$ cat src/rtl/motor_pwm_driver.sv
`default_nettype none
// ============================================================================
// motor_pwm_driver : soft-start/stop PWM motor drive with emergency stop.
// Ramp logic is built only when MOTOR_SOFTSTART_EN is defined.   Rev 1.0
// ============================================================================
module motor_pwm_driver #(
   parameter int PWM_BITS = 8,
   parameter int RAMP_DIV = 16
) (
   input  logic                clk,
   input  logic                rst,
   input  logic                motor_cmd_i,
   input  logic                estop_i,
   output logic                pwm_o,
   output logic [PWM_BITS-1:0] duty_o,
   output logic                at_speed_o,
   output logic                ramping_o
);

   localparam logic [PWM_BITS-1:0] C_DMAX     = '1;
   localparam logic [PWM_BITS-1:0] C_CNT_LAST = {{(PWM_BITS-1){1'b1}}, 1'b0};

   typedef enum logic [1:0] {
      S_IDLE      = 2'd0,
      S_RAMP_UP   = 2'd1,
      S_RUN       = 2'd2,
      S_RAMP_DOWN = 2'd3
   } state_t;

   state_t              r_state, w_state_nxt;
   logic [PWM_BITS-1:0] r_duty, w_duty_nxt;
   logic [PWM_BITS-1:0] r_pwm_cnt, r_duty_act;
   logic                r_pwm, r_at_speed;
   logic                w_wrap;

   assign w_wrap = (r_pwm_cnt == C_CNT_LAST);

   // Counter never stops, so estop release re-aligns with the running period.
   always_ff @(posedge clk or posedge rst) begin
      if (rst) begin
         r_pwm_cnt  <= '0;
         r_duty_act <= '0;
         r_pwm      <= 1'b0;
      end else begin
         r_pwm_cnt <= w_wrap ? '0 : r_pwm_cnt + 1'b1;
         if (estop_i) begin
            r_duty_act <= '0;
            r_pwm      <= 1'b0;
         end else begin
            if (w_wrap)
               r_duty_act <= r_duty;
            r_pwm <= (r_pwm_cnt < r_duty_act);
         end
      end
   end

`ifdef MOTOR_SOFTSTART_EN
   localparam int            C_PRESC_W    = (RAMP_DIV > 1) ? $clog2(RAMP_DIV) : 1;
   localparam logic [C_PRESC_W-1:0] C_PRESC_LAST = C_PRESC_W'(RAMP_DIV - 1);

   logic [C_PRESC_W-1:0] r_presc, w_presc_nxt;
   logic                 r_ramping;
   logic                 w_tick;

   assign w_tick = (r_presc == C_PRESC_LAST);

   // Command changes take priority over a coincident tick: duty holds that cycle.
   always_comb begin
      w_state_nxt = r_state;
      w_duty_nxt  = r_duty;
      w_presc_nxt = '0;
      case (r_state)
         S_IDLE: begin
            w_duty_nxt = '0;
            if (motor_cmd_i)
               w_state_nxt = S_RAMP_UP;
         end
         S_RAMP_UP: begin
            if (!motor_cmd_i) begin
               w_state_nxt = S_RAMP_DOWN;
            end else if (w_tick) begin
               w_duty_nxt = (r_duty == C_DMAX) ? C_DMAX : r_duty + 1'b1;
               if (w_duty_nxt == C_DMAX)
                  w_state_nxt = S_RUN;
            end else begin
               w_presc_nxt = r_presc + 1'b1;
            end
         end
         S_RUN: begin
            w_duty_nxt = C_DMAX;
            if (!motor_cmd_i)
               w_state_nxt = S_RAMP_DOWN;
         end
         S_RAMP_DOWN: begin
            if (motor_cmd_i) begin
               w_state_nxt = S_RAMP_UP;
            end else if (w_tick) begin
               w_duty_nxt = (r_duty == '0) ? '0 : r_duty - 1'b1;
               if (w_duty_nxt == '0)
                  w_state_nxt = S_IDLE;
            end else begin
               w_presc_nxt = r_presc + 1'b1;
            end
         end
         default: begin
            w_state_nxt = S_IDLE;
            w_duty_nxt  = '0;
         end
      endcase
      if (estop_i) begin
         w_state_nxt = S_IDLE;
         w_duty_nxt  = '0;
         w_presc_nxt = '0;
      end
   end

   always_ff @(posedge clk or posedge rst) begin
      if (rst) begin
         r_presc   <= '0;
         r_ramping <= 1'b0;
      end else begin
         r_presc   <= w_presc_nxt;
         r_ramping <= (w_state_nxt == S_RAMP_UP) || (w_state_nxt == S_RAMP_DOWN);
      end
   end

   assign ramping_o = r_ramping;
`else
   always_comb begin
      w_state_nxt = r_state;
      w_duty_nxt  = r_duty;
      case (r_state)
         S_IDLE: begin
            w_duty_nxt = '0;
            if (motor_cmd_i) begin
               w_state_nxt = S_RUN;
               w_duty_nxt  = C_DMAX;
            end
         end
         S_RUN: begin
            w_duty_nxt = C_DMAX;
            if (!motor_cmd_i) begin
               w_state_nxt = S_IDLE;
               w_duty_nxt  = '0;
            end
         end
         default: begin
            w_state_nxt = S_IDLE;
            w_duty_nxt  = '0;
         end
      endcase
      if (estop_i) begin
         w_state_nxt = S_IDLE;
         w_duty_nxt  = '0;
      end
   end

   assign ramping_o = 1'b0;
`endif

   always_ff @(posedge clk or posedge rst) begin
      if (rst) begin
         r_state    <= S_IDLE;
         r_duty     <= '0;
         r_at_speed <= 1'b0;
      end else begin
         r_state    <= w_state_nxt;
         r_duty     <= w_duty_nxt;
         r_at_speed <= (w_state_nxt == S_RUN);
      end
   end

   assign pwm_o      = r_pwm;
   assign duty_o     = r_duty;
   assign at_speed_o = r_at_speed;

endmodule
`default_nettype wire
$ cat config.mk
export PLATFORM = sky130hd
export DESIGN_NAME = motor_pwm_driver
export DESIGN_NICKNAME = d
export VERILOG_FILES = /design/src/rtl/motor_pwm_driver.sv
export SDC_FILE = /design/constraint.sdc
export NUM_CORES = 1
export LEC_CHECK = 0
export ABC_AREA = 1
export CAP_MARGIN = 20
export CORE_MARGIN = 8
export CORE_UTILIZATION = 45
export DETAILED_ROUTE_END_ITERATION = 12
export PLACE_DENSITY = 0.7
export SLEW_MARGIN = 10
export SYNTH_ARGS = -nofsm -noshare
export SYNTH_HDL_FRONTEND = slang
export SYNTH_SLANG_ARGS = --single-unit
$ cat constraint.sdc
create_clock -name clk -period 1.1 [get_ports clk]
set_input_delay 0.165 -clock clk [delete_from_list [all_inputs] [get_ports clk]]
set_output_delay 0.165 -clock clk [all_outputs]
set_load 0.005 [all_outputs]
# Yosys cells after proc, flatten, opt, wreduce, memory -nomap -nowiden
# Cells that the tools add are included.
[word_totals]
reg_bits = 28
inputBits = 4
out_inout_bits = 11
word_cells = 25
[classes]
add_sub_neg = 1
order_cmp = 1
n_eq_ne = 3
n_mux = 11
reduce_logical = 3
[ops]
columns = ["operator", "count"]
rows = [
  ["two-way mux 8 bit", 6],
  ["adder 8 x 1 -> 8 bit (second input constant)", 1],
  ["equality test 8 bit (second input constant)", 1],
  ["< comparator 8 bit", 1],
  ["two-way mux 2 bit", 3],
  ["equality test 2 bit (second input constant)", 2],
  ["case mux 2 bit (2 select lines)", 1],
  ["zero test 2 bit", 1],
  ["nonzero test 2 bit", 1],
  ["OR reduction 2 bit", 1],
  ["two-way mux 1 bit", 1],
]

# Longest topological paths before layout
# Gate-level depths: netlist of the first run.
[logic_depth]
ltp_word = 4
depth_mapped = 8
depth_no_buf = 8

# Worst setup path after synthesis of the first run
# OpenSTA, ideal clock, no wires.
[synth_timing]
path_kind = "register to register"
startpoint = "register r_duty_act[6]"
endpoint = "register r_pwm, in the netlist pwm_o"
setup_ns = 0.077
t_arrival_ns = 1.116
t_required_ns = 1.023
setup_slack_ns = -0.093
stages_incl_launch_ff = 8
n_path_buf = 0
period_less_slack_ns = 1.193
path_cell_list = "dfrtp_1 > inv_1 > ha_1 > nand2_1 > inv_1 > nand2_1 > nand4_1 > a21oi_1"
[synth_between]
elab_chain_len = 2
[synth_lines]
columns = ["item", "line", "text"]
rows = [
  ["start, declared", "32", "logic [PWM_BITS-1:0] r_pwm_cnt, r_duty_act;"],
  ["start signal, assigned", "51", "r_duty_act <= r_duty;"],
  ["< comparator 8 bit", "52", "r_pwm <= (r_pwm_cnt < r_duty_act);"],
  ["two-way mux 1 bit", "46", "if (estop_i) begin"],
  ["end signal, assigned", "52", ""],
  ["end, declared", "33", "logic r_pwm, r_at_speed;"],
]
# No other way between the ends.
# A chain may end at the register's enable or synchronous reset.

# Final worst setup path of the first run
[layout_timing]
startpoint = "register r_pwm_cnt[0]"
endpoint = "register r_duty_act[6]"
[layout_between]
elab_chain_len = 2
[layout_lines]
columns = ["item", "line", "text"]
rows = [
  ["start, declared", "32", ""],
  ["start signal, assigned", "45", "r_pwm_cnt <= w_wrap ? '0 : r_pwm_cnt + 1'b1;"],
  ["equality test 8 bit", "36", "assign w_wrap = (r_pwm_cnt == C_CNT_LAST);"],
  ["nonzero test 2 bit (no line)", "-", ""],
]
# No other way between the ends.

==> reports/qor.csv, run 1 <==
metric,value,unit
placed cell count,137,
sequential element share of the synthesized area,0.401,
Final WS setup,-0.129,ns
Starting Density,0.475,
Synth Cell Area,812,sq um
Min Hold Slack,0.163,ns
largest cells by area after synthesis,"dfrtp_1 (40%), ha_1 (14%), buf_4 (7.4%), nand2_1 (6.9%), inv_1 (5.5%)",
Worst-Skew Late Latency,0.29,ns
critical path startpoint category,flop,
Worst path top cell family by delay,flip-flops,
status,finished with violations,
Pins Over Slew Limit,0,
final setup fails,18,
die outline area,3420,sq um
Routed WL,1920,microns
CP Max Fanout,7,
setup TNS,-0.572,ns
drt pass-1 iters,5,
final hold viol count,0,
Via Count,709,
# fillers,134,
"EDFF count, synth",0,
I/O pins,15,
routed len/inst,13.0,microns
Die Y,58.5,microns
library cells used by synthesis,21,
gpl congestion,0.853,
data arrival time of the critical path,1.40,ns
grt ovf,0,
global-route wire length before repair,3390,microns
clock buffer depth,2,
RSZ-0062 raised after global routing,true,
TritonCTS buffer count,3,
slowest CP cell,dfrtp_1,
Critical Path End Type,flop,
critical path cell sequence,inv_2 -> ha_4 -> inv_4 -> nor2_4 -> nand3_4 -> o21ai_1 -> nor2_1,
Ys Warns,0,
Critical Path Max Stage Delay,0.40,ns
Sink Count,13,
"flops & latches, synth",13,
post-DR vias/cell,4.82,
required time worst endpoint,1.27,ns
Hold Path Class,input port to asynchronous set/reset pin,
drt drc,0,
total track usage,0.129,
Post-synth top flop,dfrtp_1,
leak pwr,0.000584,uW
H-tree lvl count,1,
Worst Skew,0.00632,ns
core footprint,1710,sq um
DP Wirelength,1340,microns
final period utilization,1.12,
post-synth top area cell,dfrtp_1,
vias in the first global route,775,
top-area cell type share of the netlist area,0.401,
Final Non-Filler Cells,147,
Pwr Density,701,nW/um^2
Peak VDD IR,0.847,mV
Post-synth ARST share,1.00,
layout cell share with drive strength beyond 1,0.525,
"Area growth, synth to finish",51.2,%
f_max,814,MHz
Syn Area/Cell,8.46,sq um
Max Cap Viol,0,
DRT antenna net count,0,
Worst-path clk slew,0.08,ns
pin count of the biggest net entering global routing,14,
CP Class,flop to flop,
worst path bufs/invs,2,
# rows,15,
number of diodes,0,
CTS tree,yes,
initial antenna violation count,0,
port bufs,13,
Post-Syn Instances,96,
Root Driver,clkbuf_4,
layout net count,136,
minimum clock period,1.23,ns
failing checks,setup timing,
initial DRC count,4,
Die W,58.5,microns
# hold bufs at CTS,0,
kinds of logic after synthesis:
kind of cell,after synthesis,synth area share
and+or+nand+nor,37,0.225
buffers and inverters,23,0.145
AOI/OAI and AO/OA,13,0.0863
DFF,13,0.401
adders and majority gates,9,0.139
other,1,0.00462
layout make-up:
cell class / count / area, sq um / share of cell area
Timing Repair Buffer: 29 / 274 / 0.223
Sequential cell: 13 / 329 / 0.268
Multi-Input combinational cell: 61 / 503 / 0.410
Inverter: 15 / 63.8 / 0.0520
Clock buffer: 4 / 26.3 / 0.0214
Tap cell: 25 / 31.3 / 0.0255
power by group:
part | switching (uW) | internal (uW) | total (uW)
clock | 162 | 141 | 303
combinational | 29.2 | 43.4 | 72.6
sequential | 2.57 | 482 | 485
repair_timing:
action / CTS / global route
buffers inserted: 5 / 1
gates cloned: 0 / 0
pin swaps: 7 / 2
gates resized for setup: 55 / 24
endpoints found under the setup margin: 18 / 19
cells in the mapped netlist, types with 2 or more instances:
| cell type | number |
|---|---|
| inv_2 | 2 |
| nand3_1 | 2 |
| nand2_1 | 15 |
| buf_4 | 8 |
| nor3b_1 | 2 |
| dfrtp_1 | 13 |
| a31oi_1 | 2 |
| a21oi_1 | 5 |
| nor2_1 | 11 |
| o21ai_0 | 4 |
| nand2_2 | 3 |
| inv_1 | 12 |
| ha_1 | 9 |
cell usage in the layout (no fill, tap or decap), types with 2 or more instances in the layout:
master	n
dfrtp_1	10
nor3b_1	2
a31oi_1	2
nand2_1	13
nor2_1	9
clkbuf_4	3
inv_4	3
nor2_2	3
dfrtp_2	3
clkdlybuf4s50_1	3
ha_4	6
nand2_2	4
conb_1	2
a21oi_2	4
inv_1	7
buf_6	12
buf_4	12
o21ai_2	4
inv_2	5
ha_1	3
worst register-to-register path, stage by stage (launching register included):
cell and delay [ns]:
dfrtp_1 0.40, inv_2 0.08, ha_4 0.13, inv_4 0.03, nor2_4 0.09, nand3_4 0.14
o21ai_1 0.17, nor2_1 0.07
worst paths after layout:
path,startpoint,to,slack [ns],depth (start not counted)
setup / recovery,r_pwm_cnt[0],r_duty_act[6],-0.13,7
hold / removal,rst,r_pwm_cnt[3],0.16,3
setup reg to reg,r_pwm_cnt[0],r_duty_act[6],-0.13,7
hold reg to reg,r_state[0],duty_o[6],0.42,1
max in group asynchronous,rst,duty_o[6],0.76,3
min in group clk,r_state[0],duty_o[6],0.42,1
through the flow:
stage	cell area [sq um]	util	total power, uW	setup WS, ns
6_report	1230	0.719	861	-0.129
5_1_grt	1230	0.719	899	-0.192
4_1_cts	1130	0.660	849	-0.114
3_5_place_dp	1030	0.606	556	-0.111
3_3_place_gp	1030	0.606	555	-0.0794
2_1_floorplan	858	-	526	-0.0160
flip-flops by register name, indices dropped and copies added (netlist names):
register and flops:
r_duty_act 1, at_speed_o 1, duty_o 1, r_state 1, pwm_o 1, r_pwm_cnt 8
routing by layer:
metal | global-route usage | wire [microns]
met4 | 0.0664 | 46
met2 | 0.222 | 986
met5 | 0 | 0
met1 | 0.136 | 783
met3 | 0.0413 | 101
Power figures use the tool's default switching activity.
==> inputs of run 2 (changes only) <==
--- a/config.mk
+++ b/config.mk
@@ -8,9 +8,9 @@
 export ABC_AREA = 1
 export CAP_MARGIN = 20
 export CORE_MARGIN = 8
-export CORE_UTILIZATION = 45
+export CORE_UTILIZATION = 50
 export DETAILED_ROUTE_END_ITERATION = 12
-export PLACE_DENSITY = 0.7
+export PLACE_DENSITY = 0.74
 export SLEW_MARGIN = 10
 export SYNTH_ARGS = -nofsm -noshare
 export SYNTH_HDL_FRONTEND = slang
==> constraint.sdc (replaced) <==
create_clock -name clk -period 1.3 [get_ports clk]
set_input_delay 0.195 -clock clk [delete_from_list [all_inputs] [get_ports clk]]
set_output_delay 0.195 -clock clk [all_outputs]
set_load 0.005 [all_outputs]
==> reports/qor.csv, run 2 (synthesis results as in run 1) <==
metric,value,unit,change
status,"finished, final reports clean",,
final setup fails,0,,-18
Routed WL,1720,microns,-11%
number of diodes,0,,unchanged
leak pwr,0.000539,uW,-7.6%
I/O pins,15,,unchanged
"Design Area, Final",995,sq um,-19%
Hold Path Class,input port to asynchronous set/reset pin,,
Critical Path End Type,flop,,
Top reg by flops,r_pwm_cnt,,
core footprint,1520,sq um,-11%
global-route wire length before repair,2680,microns,-21%
Max Cap Viol,0,,unchanged
Critical Path Max Stage Delay,0.42,ns,+0.02 ns
Sink Count,13,,unchanged
Worst Skew,0.00614,ns,-0.000185 ns
# rows,14,,-1
routed len/inst,13.5,microns,+3.6%
DRT antenna net count,0,,unchanged
worst path bufs/invs,2,,unchanged
final hold viol count,0,,unchanged
Pins Over Slew Limit,0,,unchanged
post-DR vias/cell,5.12,,+6.1%
Area after DPL,928,sq um,-10%
minimum clock period,1.24,ns,+0.00639 ns
Worst-Skew Late Latency,0.29,ns,about the same
f_max,809,MHz,-0.52%
clock buffer depth,2,,unchanged
placed cell count,121,,-12%
pin count of the biggest net entering global routing,10,,-4
Starting Density,0.533,,+0.0574
drt drc,0,,unchanged
number of flip-flops in the largest register,8,,unchanged
layout net count,125,,-8.1%
required time worst endpoint,1.52,ns,+0.25 ns
setup TNS,0,ns,+0.572 ns
Worst path top cell family by delay,flip-flops,,
CP Class,flop to flop,,
Final Non-Filler Cells,127,,-14%
Root Driver,clkbuf_4,,
# hold bufs at CTS,0,,unchanged
Worst-path clk slew,0.08,ns,about the same
CP Max Fanout,7,,unchanged
port bufs,13,,unchanged
met3 wire length,105,microns,+4.0%
layout cell share with drive strength beyond 1,0.234,,-0.290
gpl congestion,0.792,,-7.1%
grt ovf,0,,unchanged
Die Y,56.3,microns,-3.7%
Peak VDD IR,0.703,mV,-17%
met2 wire length,888,microns,-9.9%
CTS tree,yes,,
final period utilization,0.950,,-0.167
initial DRC count,11,,+7
TritonCTS buffer count,3,,unchanged
critical path startpoint category,flop,,
Die W,56.3,microns,-3.7%
initial antenna violation count,0,,unchanged
total track usage,0.105,,-0.0237
vias in the first global route,629,,-19%
Pwr Density,719,nW/um^2,+2.5%
Via Count,650,,-8.3%
DP Wirelength,1260,microns,-5.8%
"most common cell after layout, fill and taps aside",nand2_1,,
H-tree lvl count,1,,unchanged
drt pass-1 iters,4,,-1
DRT met1 WL,683,microns,-13%
slowest CP cell,dfrtp_1,,
Top Layer Used,met4,,
die outline area,3170,sq um,-7.3%
most frequent cells in the layout,"nand2_1 (14), nor2_1 (11), dfrtp_1 (11), inv_1 (10), dlygate4sd2_1 (10)",,
"Area growth, synth to finish",22.5,%,
critical path cell sequence,inv_4 -> ha_4 -> nand2_2 -> inv_1 -> nand2_1 -> nand4_1 -> a21oi_1,,
data arrival time of the critical path,1.45,ns,+0.05 ns
utilization of the core after routing,0.653,,-0.0660
## run 2: cell types whose count changed in the layout (fill, tap and decap cells not counted), sizes merged
cell,previous run,this run
buf,24,5
clkbuf,4,3
clkdlybuf4s15,1,0
clkinv,0,2
dlygate4sd2,1,10
inv,15,14
## run 2: final cells by class
| class | count | area [sq um] |
|---|---|---|
| fill | 141 | 529 |
| multi-input combinational | 61 | 404 |
| sequential | 13 | 328 |
| timing repair buffer | 18 | 155 |
| inverter | 15 | 60.1 |
| clock buffer | 3 | 22.5 |
| tap | 16 | 20.0 |
| clock inverter | 1 | 5.00 |
## run 2: timing repair
item | in CTS | in global routing
setup endpoints to repair | 11 | 5
resized for setup | 12 | 8
setup buffers | 0 | 2
cloned | 0 | 0
## run 2: layer usage
metal	vias to the layer above	global-route usage
met5	-	0
met4	0	0.0619
met3	5	0.0472
met2	15	0.177
met1	304	0.103
li1	326	-
## run 2: final timing paths
path                               start            to  slack (ns)  cells after the start
setup reg to reg           r_duty_act[6]         pwm_o        0.06                      7
hold reg to reg               r_state[0]    at_speed_o        0.47                      1
max in group asynchronous            rst  r_pwm_cnt[6]        0.97                      3
setup / recovery           r_duty_act[6]         pwm_o        0.06                      7
hold / removal                       rst  r_pwm_cnt[0]        0.19                      3
min in group clk              r_state[0]    at_speed_o        0.47                      1
## run 2: worst reg2reg max path, cell delays in order (launching register included)
cell	delay, ns
dfrtp_1	0.42
inv_4	0.12
ha_4	0.22
nand2_2	0.07
inv_1	0.06
nand2_1	0.06
nand4_1	0.09
a21oi_1	0.13
## run 2: metrics by stage
step	setup WS, ns	power, uW	hold WS [ns]
finish	0.0644	715	0.189
global route	-0.0262	749	0.219
CTS	0.00410	715	0.191
detailed placement	-0.0507	472	0.429
global placement	0.0495	471	0.418
floorplan	0.107	445	0.0720
## run 2: power breakdown
part,switching (uW),leakage [uW],internal [uW]
Combinational,20.9,0.000361,24.9
Clock,143,0.0000177,114
Sequential,3.84,0.000161,408
Total,168,0.000539,548
==> inputs of run 3 (changes only) <==
--- a/config.mk
+++ b/config.mk
@@ -11,7 +11,7 @@
 export CORE_UTILIZATION = 50
 export DETAILED_ROUTE_END_ITERATION = 12
 export PLACE_DENSITY = 0.74
-export SLEW_MARGIN = 10
+export SLEW_MARGIN = 20
 export SYNTH_ARGS = -nofsm -noshare
 export SYNTH_HDL_FRONTEND = slang
 export SYNTH_SLANG_ARGS = --single-unit
==> results of run 3 <==
The final DEF is identical to that of run 2; final timing and power are the same.
